**config.mk**
```make
export PLATFORM = sky130hd
export DESIGN_NAME = regfile_access_ctrl
export DESIGN_NICKNAME = d
export VERILOG_FILES = /design/src/rtl/regfile_access_ctrl.sv
export SDC_FILE = /design/constraint.sdc
export NUM_CORES = 1
export LEC_CHECK = 0
export ABC_CLOCK_PERIOD_IN_PS = 2200
export BUFFER_PORTS_ARGS = -buffer_cell sky130_fd_sc_hd__buf_2
export CORE_AREA = 2 2 40 42
export CTS_BUF_LIST = sky130_fd_sc_hd__clkbuf_4 sky130_fd_sc_hd__clkbuf_8 sky130_fd_sc_hd__clkbuf_16
export DETAILED_ROUTE_END_ITERATION = 7
export DIE_AREA = 0 0 42 44
export PLACE_DENSITY = 0.82
export SLEW_MARGIN = 20
export SYNTH_ARGS = -nofsm -noshare
export SYNTH_HDL_FRONTEND = slang
export SYNTH_SLANG_ARGS = --single-unit
```
**constraint.sdc**
```tcl
create_clock -name clk -period 2.2 [get_ports clk]
set_input_delay 0.44 -clock clk [delete_from_list [all_inputs] [get_ports clk]]
set_output_delay 0.44 -clock clk [all_outputs]
set_load 0.01 [all_outputs]
```
**src/rtl/regfile_access_ctrl.sv**
```systemverilog
// regfile_access_ctrl: valid/ready command sequencer driving the write/read pins of a small register file.
// Define REGFILE_CTRL_VERIFY_EN to add write-verify readback (VREAD/VCHECK states and err_count).
module regfile_access_ctrl #(
    parameter int DATA_W = 4,
    parameter int ADDR_W = 2
) (
    input  logic              clk,
    input  logic              rst,
    input  logic              cmd_valid,
    output logic              cmd_ready,
    input  logic              cmd_write,
    input  logic [ADDR_W-1:0] cmd_addr,
    input  logic [DATA_W-1:0] cmd_data,
    output logic              rsp_valid,
    output logic [DATA_W-1:0] rsp_data,
    output logic              rsp_err,
    output logic              busy,
    output logic [DATA_W-1:0] rf_data_in,
    output logic [ADDR_W-1:0] rf_write_add,
    output logic [ADDR_W-1:0] rf_read_add,
    output logic              rf_write_en,
    output logic              rf_read_en,
    input  logic [DATA_W-1:0] rf_data_out
`ifdef REGFILE_CTRL_VERIFY_EN
    ,
    output logic [7:0]        err_count
`endif
);

`ifdef REGFILE_CTRL_VERIFY_EN
    typedef enum logic [2:0] {
        IDLE    = 3'd0,
        WRITE   = 3'd1,
        READ    = 3'd2,
        CAPTURE = 3'd3,
        VREAD   = 3'd4,
        VCHECK  = 3'd5
    } state_t;
`else
    typedef enum logic [2:0] {
        IDLE    = 3'd0,
        WRITE   = 3'd1,
        READ    = 3'd2,
        CAPTURE = 3'd3
    } state_t;
`endif

    state_t            state_q;
    state_t            state_d;
    logic              accept;
    logic [ADDR_W-1:0] lat_addr;
    logic [DATA_W-1:0] lat_data;

    assign accept = cmd_valid && cmd_ready;

    // NOTE: sequential state is updated with non-blocking assignments so every
    // flop samples pre-edge values regardless of process ordering.
    always_ff @(posedge clk) begin
        if (rst) begin
            state_q <= IDLE;
        end else begin
            state_q <= state_d;
        end
    end

    // The command direction is remembered by the WRITE/READ branch taken here.
    // NOTE: the default assignment at the top of a combinational block keeps
    // every path assigned, so no latch is inferred.
    always_comb begin
        state_d = state_q;
        unique case (state_q)
            IDLE: begin
                if (accept) begin
                    state_d = cmd_write ? WRITE : READ;
                end
            end
`ifdef REGFILE_CTRL_VERIFY_EN
            WRITE:   state_d = VREAD;
            VREAD:   state_d = VCHECK;
            VCHECK:  state_d = IDLE;
`else
            WRITE:   state_d = IDLE;
`endif
            READ:    state_d = CAPTURE;
            CAPTURE: state_d = IDLE;
            default: state_d = IDLE;
        endcase
    end

    // Moore decodes only: the file pins never depend on the command inputs.
    always_comb begin
        cmd_ready   = (state_q == IDLE) && !rst;
        busy        = (state_q != IDLE);
        rf_write_en = (state_q == WRITE);
        rf_read_en  = 1'b0;
        unique case (state_q)
            READ, CAPTURE: rf_read_en = 1'b1;
`ifdef REGFILE_CTRL_VERIFY_EN
            VREAD, VCHECK: rf_read_en = 1'b1;
`endif
            default:       rf_read_en = 1'b0;
        endcase
    end

    // Address and data pins move only on acceptance and hold in every state.
    always_ff @(posedge clk) begin
        if (rst) begin
            lat_addr <= '0;
            lat_data <= '0;
        end else if (accept) begin
            lat_addr <= cmd_addr;
            lat_data <= cmd_data;
        end
    end

    assign rf_write_add = lat_addr;
    assign rf_read_add  = lat_addr;
    assign rf_data_in   = lat_data;

`ifdef REGFILE_CTRL_VERIFY_EN
    logic mismatch;
    logic rsp_err_q;

    assign mismatch = (rf_data_out != lat_data);

    always_ff @(posedge clk) begin
        if (rst) begin
            rsp_valid <= 1'b0;
            rsp_data  <= '0;
            rsp_err_q <= 1'b0;
        end else begin
            rsp_valid <= 1'b0;
            if (state_q == CAPTURE) begin
                rsp_valid <= 1'b1;
                rsp_data  <= rf_data_out;
                rsp_err_q <= 1'b0;
            end else if (state_q == VCHECK) begin
                rsp_valid <= 1'b1;
                rsp_data  <= rf_data_out;
                rsp_err_q <= mismatch;
            end
        end
    end

    assign rsp_err = rsp_err_q;

    // Saturating mismatch counter.
    always_ff @(posedge clk) begin
        if (rst) begin
            err_count <= '0;
        end else if ((state_q == VCHECK) && mismatch && (err_count != 8'hFF)) begin
            err_count <= err_count + 8'd1;
        end
    end
`else
    always_ff @(posedge clk) begin
        if (rst) begin
            rsp_valid <= 1'b0;
            rsp_data  <= '0;
        end else begin
            rsp_valid <= 1'b0;
            if (state_q == CAPTURE) begin
                rsp_valid <= 1'b1;
                rsp_data  <= rf_data_out;
            end
        end
    end

    assign rsp_err = 1'b0;
`endif

    // Enables come from disjoint state sets; this guards against future edits.
    assert property (@(posedge clk) disable iff (rst) !(rf_read_en && rf_write_en));

endmodule

```
Yosys cells after proc, flatten, opt, wreduce, memory -nomap -nowiden
Index checks and enable logic that the tools add are counted.
Storage, ports and cells
  register bits after elaboration: 14
  input port bits: 14
  output and inout port bits: 18
  logic and storage cells: 20
Cells by class
  equality and inequality tests: 4
  multiplexer cells: 5
  reductions and logical operators: 6
Operator list (count)
  $eq 3x2->1 const B: 2
  $pmux 3 s2: 1
  $eq 3x1->1 const B: 1
  $logic_not 3->1: 1
  $mux 3: 1
  $reduce_bool 3->1: 1
  $logic_and 1x1->1: 2
  $mux 1: 2
  $mux 2: 1
  $ne 2x2->1 const B: 1
  $reduce_or 2->1: 1
  $logic_not 1->1: 1

Longest topological paths before layout
Gate-level depths: netlist (run 1).
  depth after elaboration: 5
  mapped depth: 3
  mapped depth without buffers: 2

Least setup slack after synthesis (run 1)
No wires, ideal clock.
  kind: reg-to-output
  start point: register state_q[0]
  end point: output port cmd_ready
  arrival time: 1000 ps
  data required time: 1760 ps
  slack: 760 ps
  cell stages (with the launch flop): 4
  path buffers: 1
  cells stage by stage: dfxtp_1 -> buf_2 -> or2_2 -> nor2_1
On the way
  word-level cells in the longest chain between the ends: 2
Ends and longest elaborated chain
  from (decl): RTL line 48  | state_t state_q;
  from (signal assigned): RTL line 62  | state_q <= state_d;
  $logic_not 3->1: RTL line 92  | cmd_ready = (state_q == IDLE) && !rst;
  $logic_and 1x1->1: RTL line 92
  to (decl): RTL line 10  | output logic cmd_ready,
No other way between the ends.

Final worst setup path (run 1)
  start point: register state_q[1]
  end point: output port cmd_ready
Same word-level chain as after synthesis.

==> flow_summary.toml, run 1 <==
[finish]
diodes = 0
final_nets = 104
final_cells = 105
final_core_util_pct = 52.8
drive_gt1_share_pct = 44.9
syn2layout_area_growth_pct = 26.4

[synthesis]
yosysSeqAreaShare_pct = 43.9
synth_compound_area_share_pct = 12.2
syn_avg_cell_area_um2 = 9.41
yosys.area_share.simple_pct = 25.7
synth-seq-cells = 13
synth_top_family_by_area = "simple AND/OR/NAND/NOR gates"
syn_inst = 63
ys_types = 17
synth_warnings = 0
synth-adder-area-share_pct = 0
netlist_area_um2 = 593
synth_xor_area_share_pct = 0
synthMuxAreaShare_pct = 10.1
synth_nets = 77

[setup_path]
start_kind = "register"
end_kind = "output pin"
path_class = "reg -> out"
r2r_end = "rf_data_in[0]$_SDFFE_PP0P_"
cp.required_ns = 1.76
worstPathArrival_ns = 1.30
r2r_start = "state_q[1]$_SDFFE_PP0P_"
path_max_fanout = 15
worstRegToRegCells = 2
r2r_setup_slack_ns = 0.95

[placed_design]
io_buffers = 30
hpwlAfterDp_um = 764
place_inst = 101
gp_congestion = 0.664

[sta]
rsz0062_at_grt = "false"
fin_setup_tns_ns = 0
period_share_pct = 79.3
max_freq_mhz = 573
timing.clock.skew_ns = 0.00373
layout_min_cycle_time_ns = 1.74
hold_viol = 0
finalMaxSlewViolations = 0
setup_viol = 0

[die]
start_util_pct = 41.8
core_area_mm2 = 0.00142
rows = 14
die_w_um = 42
chipHeight_um = 44
ios = 32
die_area_mm2 = 0.00185

[power]
p_leak_uw = 0.000369
ir_drop_mv = 0.348
power_uw = 497
cellPowerDensity_mw_per_mm2 = 663

[clock_tree]
clockRootBuffer = "clkbuf_4"
numCtsBuffers = 3
cts_tree = "yes"
cts_buffer_depth = 2
htree_levels = 1
hold_buffers = 0
post_cts_buffers = 0
cts_resized = 0
cts.sinks = 13
clk_pin_slew_ns = 0.08
insertion_delay_ns = 0.27

[detailed_routing]
wl_um = 1060
route.detailed.drc = 0
postRouteAntennaNets = 0
first_pass_iters = 3
drtIter0Drc = 3
post_drt_via_cell_ratio = 4.71
num_vias = 495
detail_route.wl_per_cell_um = 10.1

[min_path]
hold_end = "rf_read_add[0]$_SDFFE_PP0P_"
hold_path.class = "in -> reg"
holdPathStages = 3
min-delay-start = "cmd_addr[0]"

[global_routing]
grt_pass1_wl_um = 1780
grt_max_degree = 21
antenna_found_initial = 0
track_usage_pct = 13.0
grt_pass1_vias = 432
grt-ovfl-total = 0

[outcome]
status = "finished, final reports clean"

[job]
drv_cap = 0
==> Yosys cell counts, drive strengths merged <==
| library cell | number | share of area (%) |
|---|---|---|
| dfxtp | 13 | 44 |
| nand2b | 12 | 13 |
| mux2i | 6 | 10 |
| a21oi | 5 | 4.2 |
| buf | 5 | 5.5 |
| a21bo | 4 | 6.8 |
| nand3 | 4 | 3.4 |
| clkbuf | 3 | 1.9 |
| nor2 | 3 | 1.9 |
| nor2b | 2 | 2.1 |
| conb | 1 | 0.63 |
| nand2 | 1 | 0.63 |
| nor3 | 1 | 0.84 |
| nor3b | 1 | 3.2 |
| o21a | 1 | 1.3 |
| or2 | 1 | 1.1 |
==> how the worst max path moves through the flow <==
stage	end	startpoint	cells after the start	slack [ns]
after detailed placement	cmd_ready	state_q[1]$_SDFFE_PP0P_	3	0.75
after global placement	cmd_ready	state_q[1]$_SDFFE_PP0P_	3	0.77
final	cmd_ready	state_q[1]$_SDFFE_PP0P_	3	0.46
after global routing	cmd_ready	state_q[1]$_SDFFE_PP0P_	3	0.34
after CTS	cmd_ready	state_q[1]$_SDFFE_PP0P_	3	0.44
after floorplan	cmd_ready	state_q[0]$_SDFFE_PP0P_	3	0.76
==> state kept, by name (all words and copies together), names as in the netlist <==
register and flops:
rf_read_add 2, rsp_data 4, rsp_valid 1, state_q 2, rf_data_in 4
==> critical path, cell delays in order (launching register included) <==
cell	delay [ns]
dfxtp_1	0.47
or2_2	0.36
nor2_1	0.08
buf_2	0.13
==> per-stage QoR <==
step	worst slack, ns	area (µm²)	hold slack, ns
2_1_floorplan	0.760	593	0.493
3_3_place_gp	0.769	719	0.455
3_5_place_dp	0.754	719	0.464
4_1_cts	0.440	749	0.413
5_1_grt	0.341	749	0.420
6_report	0.456	749	0.422
==> layer usage <==
metal	GRT usage, %	up-vias	part of all wire, %
li1	-	255	-
met1	16.9	215	48
met2	18.8	25	43
met3	2.92	0	9.2
met4	9.68	0	0
met5	0	-	0
==> power by group <==
part	internal [µW]	leakage, µW	switching, µW	total (µW)
combinational	41.0	0.000244	36.2	77.1
clock	82.5	0.0000184	75.4	158
sequential	247	0.000106	14.6	262
total	371	0.000369	126	497
==> cell usage in the layout (no fill, tap or decap), types with 2 or more instances in the layout <==
cell type,n
buf_2,30
a21oi_1,5
clkbuf_4,4
nand3_1,4
nor2b_1,2
a21bo_2,4
dfxtp_1,13
mux2i_1,6
nor2_1,3
nand2b_1,12
==> area by class of cell <==
class | count | area [µm²]
clock buffer | 4 | 30.0
fill | 153 | 669
multi-input combinational | 42 | 289
sequential | 13 | 260
tap | 16 | 20.0
timing repair buffer | 30 | 150
==> kinds of logic (layout without fill, tap and decap cells) <==
group / count (synthesis) / count (layout)
compound gates: 10 / 10
other cells: 1 / 1
simple gates: 25 / 25
buf+inv: 8 / 34
flops: 13 / 13
mux: 6 / 6
No activity file was read; power rests on OpenSTA's default activity.
==> inputs of run 2 (changes only) <==
Settings changed: ABC_AREA set to 1, ABC_CLOCK_PERIOD_IN_PS 2200 to 1800, CORE_AREA 2 2 40 42 to 2 2 41 43, DIE_AREA 0 0 42 44 to 0 0 43 45, PLACE_DENSITY 0.82 to 0.79.
Clock period 2.2 ns to 1.8 ns, I/O delays scaled along.
==> run 2 against run 1 <==
  * First-iteration DRC count grew to 3.0 times the previous value
  * Critical endpoint unchanged
  * Synthesized area stayed put
  * Count of clock-buffer cells in the layout stayed put
  * Worst setup slack worse by 0.27 ns
  * Clock skew is 0.00055 ns lower
  * Global-route usage is 0.23 points higher
==> flow_summary.toml, run 2 <==
[outcome]
status = "finished, final reports clean"

[finish]
mostFrequentLayoutCells = "buf_2 (30), nand2_1 (17), nor2_1 (14), dfxtp_1 (13), inv_1 (10)"
fillerInstances = 150
diodes = 0
drive_gt1_share_pct = 34.0
final_core_util_pct = 50.2
syn2layout_area_growth_pct = 24.5
final_nets = 121
layout_commonest_cell = "buf_2"

[clock_tree]
htree_levels = 1
clk_pin_slew_ns = 0.07
clockRootBuffer = "clkbuf_4"
numCtsBuffers = 3
cts_tree = "yes"
hold_buffers = 0
cts_resized = 0
cts.sinks = 13
post_cts_buffers = 0
insertion_delay_ns = 0.27
cts_buffer_depth = 2

[sta]
hold_viol = 0
finalHoldWorstSlack_ns = 0.328
max_freq_mhz = 620
rsz0062_at_grt = "false"
finalMaxSlewViolations = 0
setup_viol = 0
fin_setup_tns_ns = 0
timing.clock.skew_ns = 0.00318
layout_min_cycle_time_ns = 1.61
period_share_pct = 89.7

[synthesis]
ys_types = 16
synth_edf_count = 0
synth-seq-cells = 13
synth_nets = 94
yosysSeqAreaShare_pct = 43.9
yosysMostFrequentCell = "nand2_1"
netlist_top_cells_count = "nand2_1 (17), nor2_1 (14), dfxtp_1 (13)"
netlist_area_um2 = 593
syn_inst = 80
synthTopCellsByArea = "dfxtp_1 (44%), nand2_1 (11%), nor2_1 (8.9%)"
async_flop_share_pct = 0
syn_avg_cell_area_um2 = 7.41
synthFlopType = "dfxtp_1"
synth_top_area_share_pct = 43.9
synth_top_area_cell = "dfxtp_1"
synth_warnings = 0

[die]
start_util_pct = 40.3
core_area_mm2 = 0.00147
die_area_mm2 = 0.00194
chipHeight_um = 45
die_w_um = 43
rows = 14
ios = 32

[setup_path]
r2r_setup_slack_ns = 0.68
cp_slowest_cell = "dfxtp_1"
path_class = "reg -> out"
path_max_fanout = 11
crit_chain = "nor2_8 -> inv_1 -> nor2_1 -> buf_2"
path_delay_family = "flip-flops"
critPathMaxStageDelay_ns = 0.60
worstPathArrival_ns = 1.25
r2r_start = "state_q[1]$_SDFFE_PP0P_"
cp.required_ns = 1.44
worstRegToRegCells = 3
r2r_end = "rsp_data[3]$_SDFFE_PP0P_"
start_kind = "register"
cp.depth = 4
cp.buffers_inverters = 2
end_kind = "output pin"

[min_path]
hold_end = "rf_data_in[1]$_SDFFE_PP0P_"
holdPathStages = 3
hold_path.class = "in -> reg"
min-delay-start = "cmd_data[1]"

[detailed_routing]
detail_route.wl_per_cell_um = 9.91
wl_um = 1210
met1Wirelength_um = 516
met2_length_um = 608
route.detailed.drc = 0
wl_met3_um = 68
drtIter0Drc = 9
first_pass_iters = 4
post_drt_via_cell_ratio = 4.77
top_layer = "met4"
num_vias = 582
postRouteAntennaNets = 0

[placed_design]
io_buffers = 30
hpwlAfterDp_um = 908
gp_congestion = 0.776

[power]
p_leak_uw = 0.000399
cellPowerDensity_mw_per_mm2 = 822
ir_drop_mv = 0.277

[global_routing]
grt-ovfl-total = 0
antenna_found_initial = 0
track_usage_pct = 13.2
grt_pass1_wl_um = 1860
grt_pass1_vias = 459
grt_max_degree = 15

[job]
drv_cap = 0
run 2: layer usage:
| metal | up-vias | GRT usage [%] |
|---|---|---|
| met5 | - | 0 |
| met4 | 0 | 10.9 |
| met3 | 2 | 2.40 |
| met2 | 21 | 21.2 |
| met1 | 261 | 15.5 |
| li1 | 298 | - |
run 2: power breakdown:
part	total [µW]	switching [µW]	internal (µW)
Sequential	318	15.3	302
Clock	190	88.9	101
Combinational	98.9	56.9	42.1
Total	607	161	445
run 2: layout make-up:
| type | count | area [µm²] | area share (%) |
|---|---|---|---|
| Tap cell | 16 | 20.0 | 2.71 |
| Sequential cell | 13 | 260 | 35.3 |
| Multi-Input combinational cell | 49 | 240 | 32.5 |
| Timing Repair Buffer | 30 | 150 | 20.3 |
| Inverter | 10 | 37.5 | 5.08 |
| Clock buffer | 4 | 30.0 | 4.07 |
run 2: worst register-to-register path, stage by stage, from the launching register on:
cell and delay [ns]:
dfxtp_1 0.60, nand2_1 0.22, nand2_1 0.12, a21oi_1 0.06
run 2: cells by family after synthesis:
family	synth area share, %
simple gates	35.7
buf+inv	15.6
flops	43.9
compound gates	4.22
other cells	0.632
run 2: how the worst max path moves through the flow:
stage / startpoint / endpoint / slack (ns)
after CTS: state_q[1]$_SDFFE_PP0P_ / cmd_ready / 0.18
after global placement: state_q[1]$_SDFFE_PP0P_ / cmd_ready / 0.53
final: state_q[1]$_SDFFE_PP0P_ / cmd_ready / 0.19
after detailed placement: state_q[1]$_SDFFE_PP0P_ / cmd_ready / 0.49
after floorplan: state_q[1]$_SDFFE_PP0P_ / cmd_ready / 0.59
after global routing: state_q[1]$_SDFFE_PP0P_ / cmd_ready / 0.10
run 2: stage by stage:
| stage | setup slack [ns] | area [µm²] | total power, µW | instances |
|---|---|---|---|---|
| CTS | 0.182 | 738 | 616 | 122 |
| finish | 0.186 | 738 | 607 | 122 |
| floorplan | 0.590 | 593 | 392 | 80 |
| global route | 0.100 | 738 | 637 | 122 |
| detailed placement | 0.490 | 708 | 424 | 118 |
| global placement | 0.531 | 708 | 421 | 118 |
==> inputs of run 3 (changes only) <==
Settings changed: BUFFER_PORTS_ARGS -buffer_cell sky130_fd_sc_hd__buf_2 to -buffer_cell sky130_fd_sc_hd__clkbuf_2.
==> run 3 against run 2 <==
  * Design area unchanged
  * Routed wire length decreased by 5.5%
  * Global-route usage decreased by 0.22 points
  * First-iteration DRC count increased by 110%
  * Clock skew increased by 0.0010 ns
  * Cell count unchanged
  * Sequential share of layout area unchanged
==> flow_summary.toml, run 3 (synthesized netlist as in run 2, its figures left out) <==
[power]
power_uw = 606
p_int_uw = 445
combPwrFrac_pct = 16.2
cellPowerDensity_mw_per_mm2 = 821
pwr-share-clk_pct = 31.3
ir_drop_mv = 0.300
p_leak_uw = 0.000391
switching_power_uw = 161
switching_share_pct = 26.5
pwr-share-seq_pct = 52.5

[clock_tree]
cts_tree = "yes"
cts_buffer_depth = 2
cts_resized = 0
numCtsBuffers = 3
insertion_delay_ns = 0.27
post_cts_buffers = 0
clk_pin_slew_ns = 0.08
htree_levels = 1
clockRootBuffer = "clkbuf_4"
cts.sinks = 13
hold_buffers = 0

[die]
ios = 32
core_area_mm2 = 0.00147
die_w_um = 43
chipHeight_um = 45
die_area_mm2 = 0.00194
rows = 14
start_util_pct = 40.3

[detailed_routing]
drtIter0Drc = 19
route.detailed.drc = 0
post_drt_via_cell_ratio = 4.52
postRouteAntennaNets = 0
num_vias = 552
detail_route.wl_per_cell_um = 9.36
first_pass_iters = 4
wl_um = 1140

[setup_path]
path_max_fanout = 11
end_kind = "output pin"
start_kind = "register"
worstPathArrival_ns = 1.23
cp.required_ns = 1.44
path_class = "reg -> out"
crit_chain = "nor2_8 -> inv_1 -> nor2_1 -> clkbuf_2"
cp_slowest_cell = "dfxtp_1"
critPathMaxStageDelay_ns = 0.45

[finish]
seq_area_um2 = 260
drive_gt1_share_pct = 34.0
final_nets = 121
multi_input_area_um2 = 240
final_core_util_pct = 50.2
mostFrequentLayoutCells = "clkbuf_2 (30), nand2_1 (17), nor2_1 (14), dfxtp_1 (13), inv_1 (10)"
layout_commonest_cell = "clkbuf_2"
fillerInstances = 155
syn2layout_area_growth_pct = 24.5
diodes = 0

[sta]
finalHoldWorstSlack_ns = 0.324
fin_setup_tns_ns = 0
setup_ws_ns = 0.210
rsz0062_at_grt = "false"
timing.clock.skew_ns = 0.00421
setup_viol = 0
layout_min_cycle_time_ns = 1.59
period_share_pct = 88.3
finalMaxSlewViolations = 0
max_freq_mhz = 629
hold_viol = 0

[job]
drv_cap = 0

[placed_design]
gp_congestion = 0.782
io_buffers = 30
hpwlAfterDp_um = 884
place_ws_ns = 0.507

[global_routing]
grt_pass1_vias = 435
grt_max_degree = 15
grt_pass1_wl_um = 1810
antenna_found_initial = 0
track_usage_pct = 13.0
grt-ovfl-total = 0

[min_path]
hold_path.class = "in -> reg"

[outcome]
status = "finished, final reports clean"
run 3: layer usage:
metal	wire, µm	track usage [%]	up-vias
li1	-	-	297
met1	477	15.5	224
met2	537	20.3	26
met3	88	2.40	5
met4	38	10.9	0
met5	0	0	-
run 3: critical path: cells and delay by family, from the launching register on:
family                 cells  cell delay (ns)
DFF                        1             0.45
and+or+nand+nor            2             0.31
buffers and inverters      2             0.21
run 3: through the flow:
stage / cell area, µm² / std cells
after global routing: 738 / 122
after global placement: 708 / 118
after detailed placement: 708 / 118
after floorplan: 593 / 80
final: 738 / 122
after CTS: 738 / 122
run 3: area by class of cell:
cell class                 count  share of cell area, %
sequential                    13                   35.3
clock buffer                   4                   4.07
multi-input combinational     49                   32.5
timing repair buffer          30                   20.3
tap                           16                   2.71
inverter                      10                   5.08
run 3: path summary, 6_finish.rpt:
kind / startpoint / end / slack (ns) / cells past startpoint
worst min register to register: rsp_data[1]$_SDFFE_PP0P_ / rsp_data[1]$_SDFFE_PP0P_ / 0.46 / 2
worst max register to register: state_q[1]$_SDFFE_PP0P_ / rsp_data[3]$_SDFFE_PP0P_ / 0.69 / 3
worst max-delay path: state_q[1]$_SDFFE_PP0P_ / cmd_ready / 0.21 / 4
worst min-delay path: cmd_data[0] / rf_data_in[0]$_SDFFE_PP0P_ / 0.32 / 3
run 3: power groups by stage:
| stage | sequential, µW | clock (µW) | combinational (µW) |
|---|---|---|---|
| floorplan | 322 | 0 | 70.1 |
| global placement | 324 | 0 | 97.7 |
| detailed placement | 325 | 0 | 98.9 |
| CTS | 318 | 196 | 99.6 |
| global route | 321 | 213 | 110 |
| finish | 318 | 190 | 98.2 |
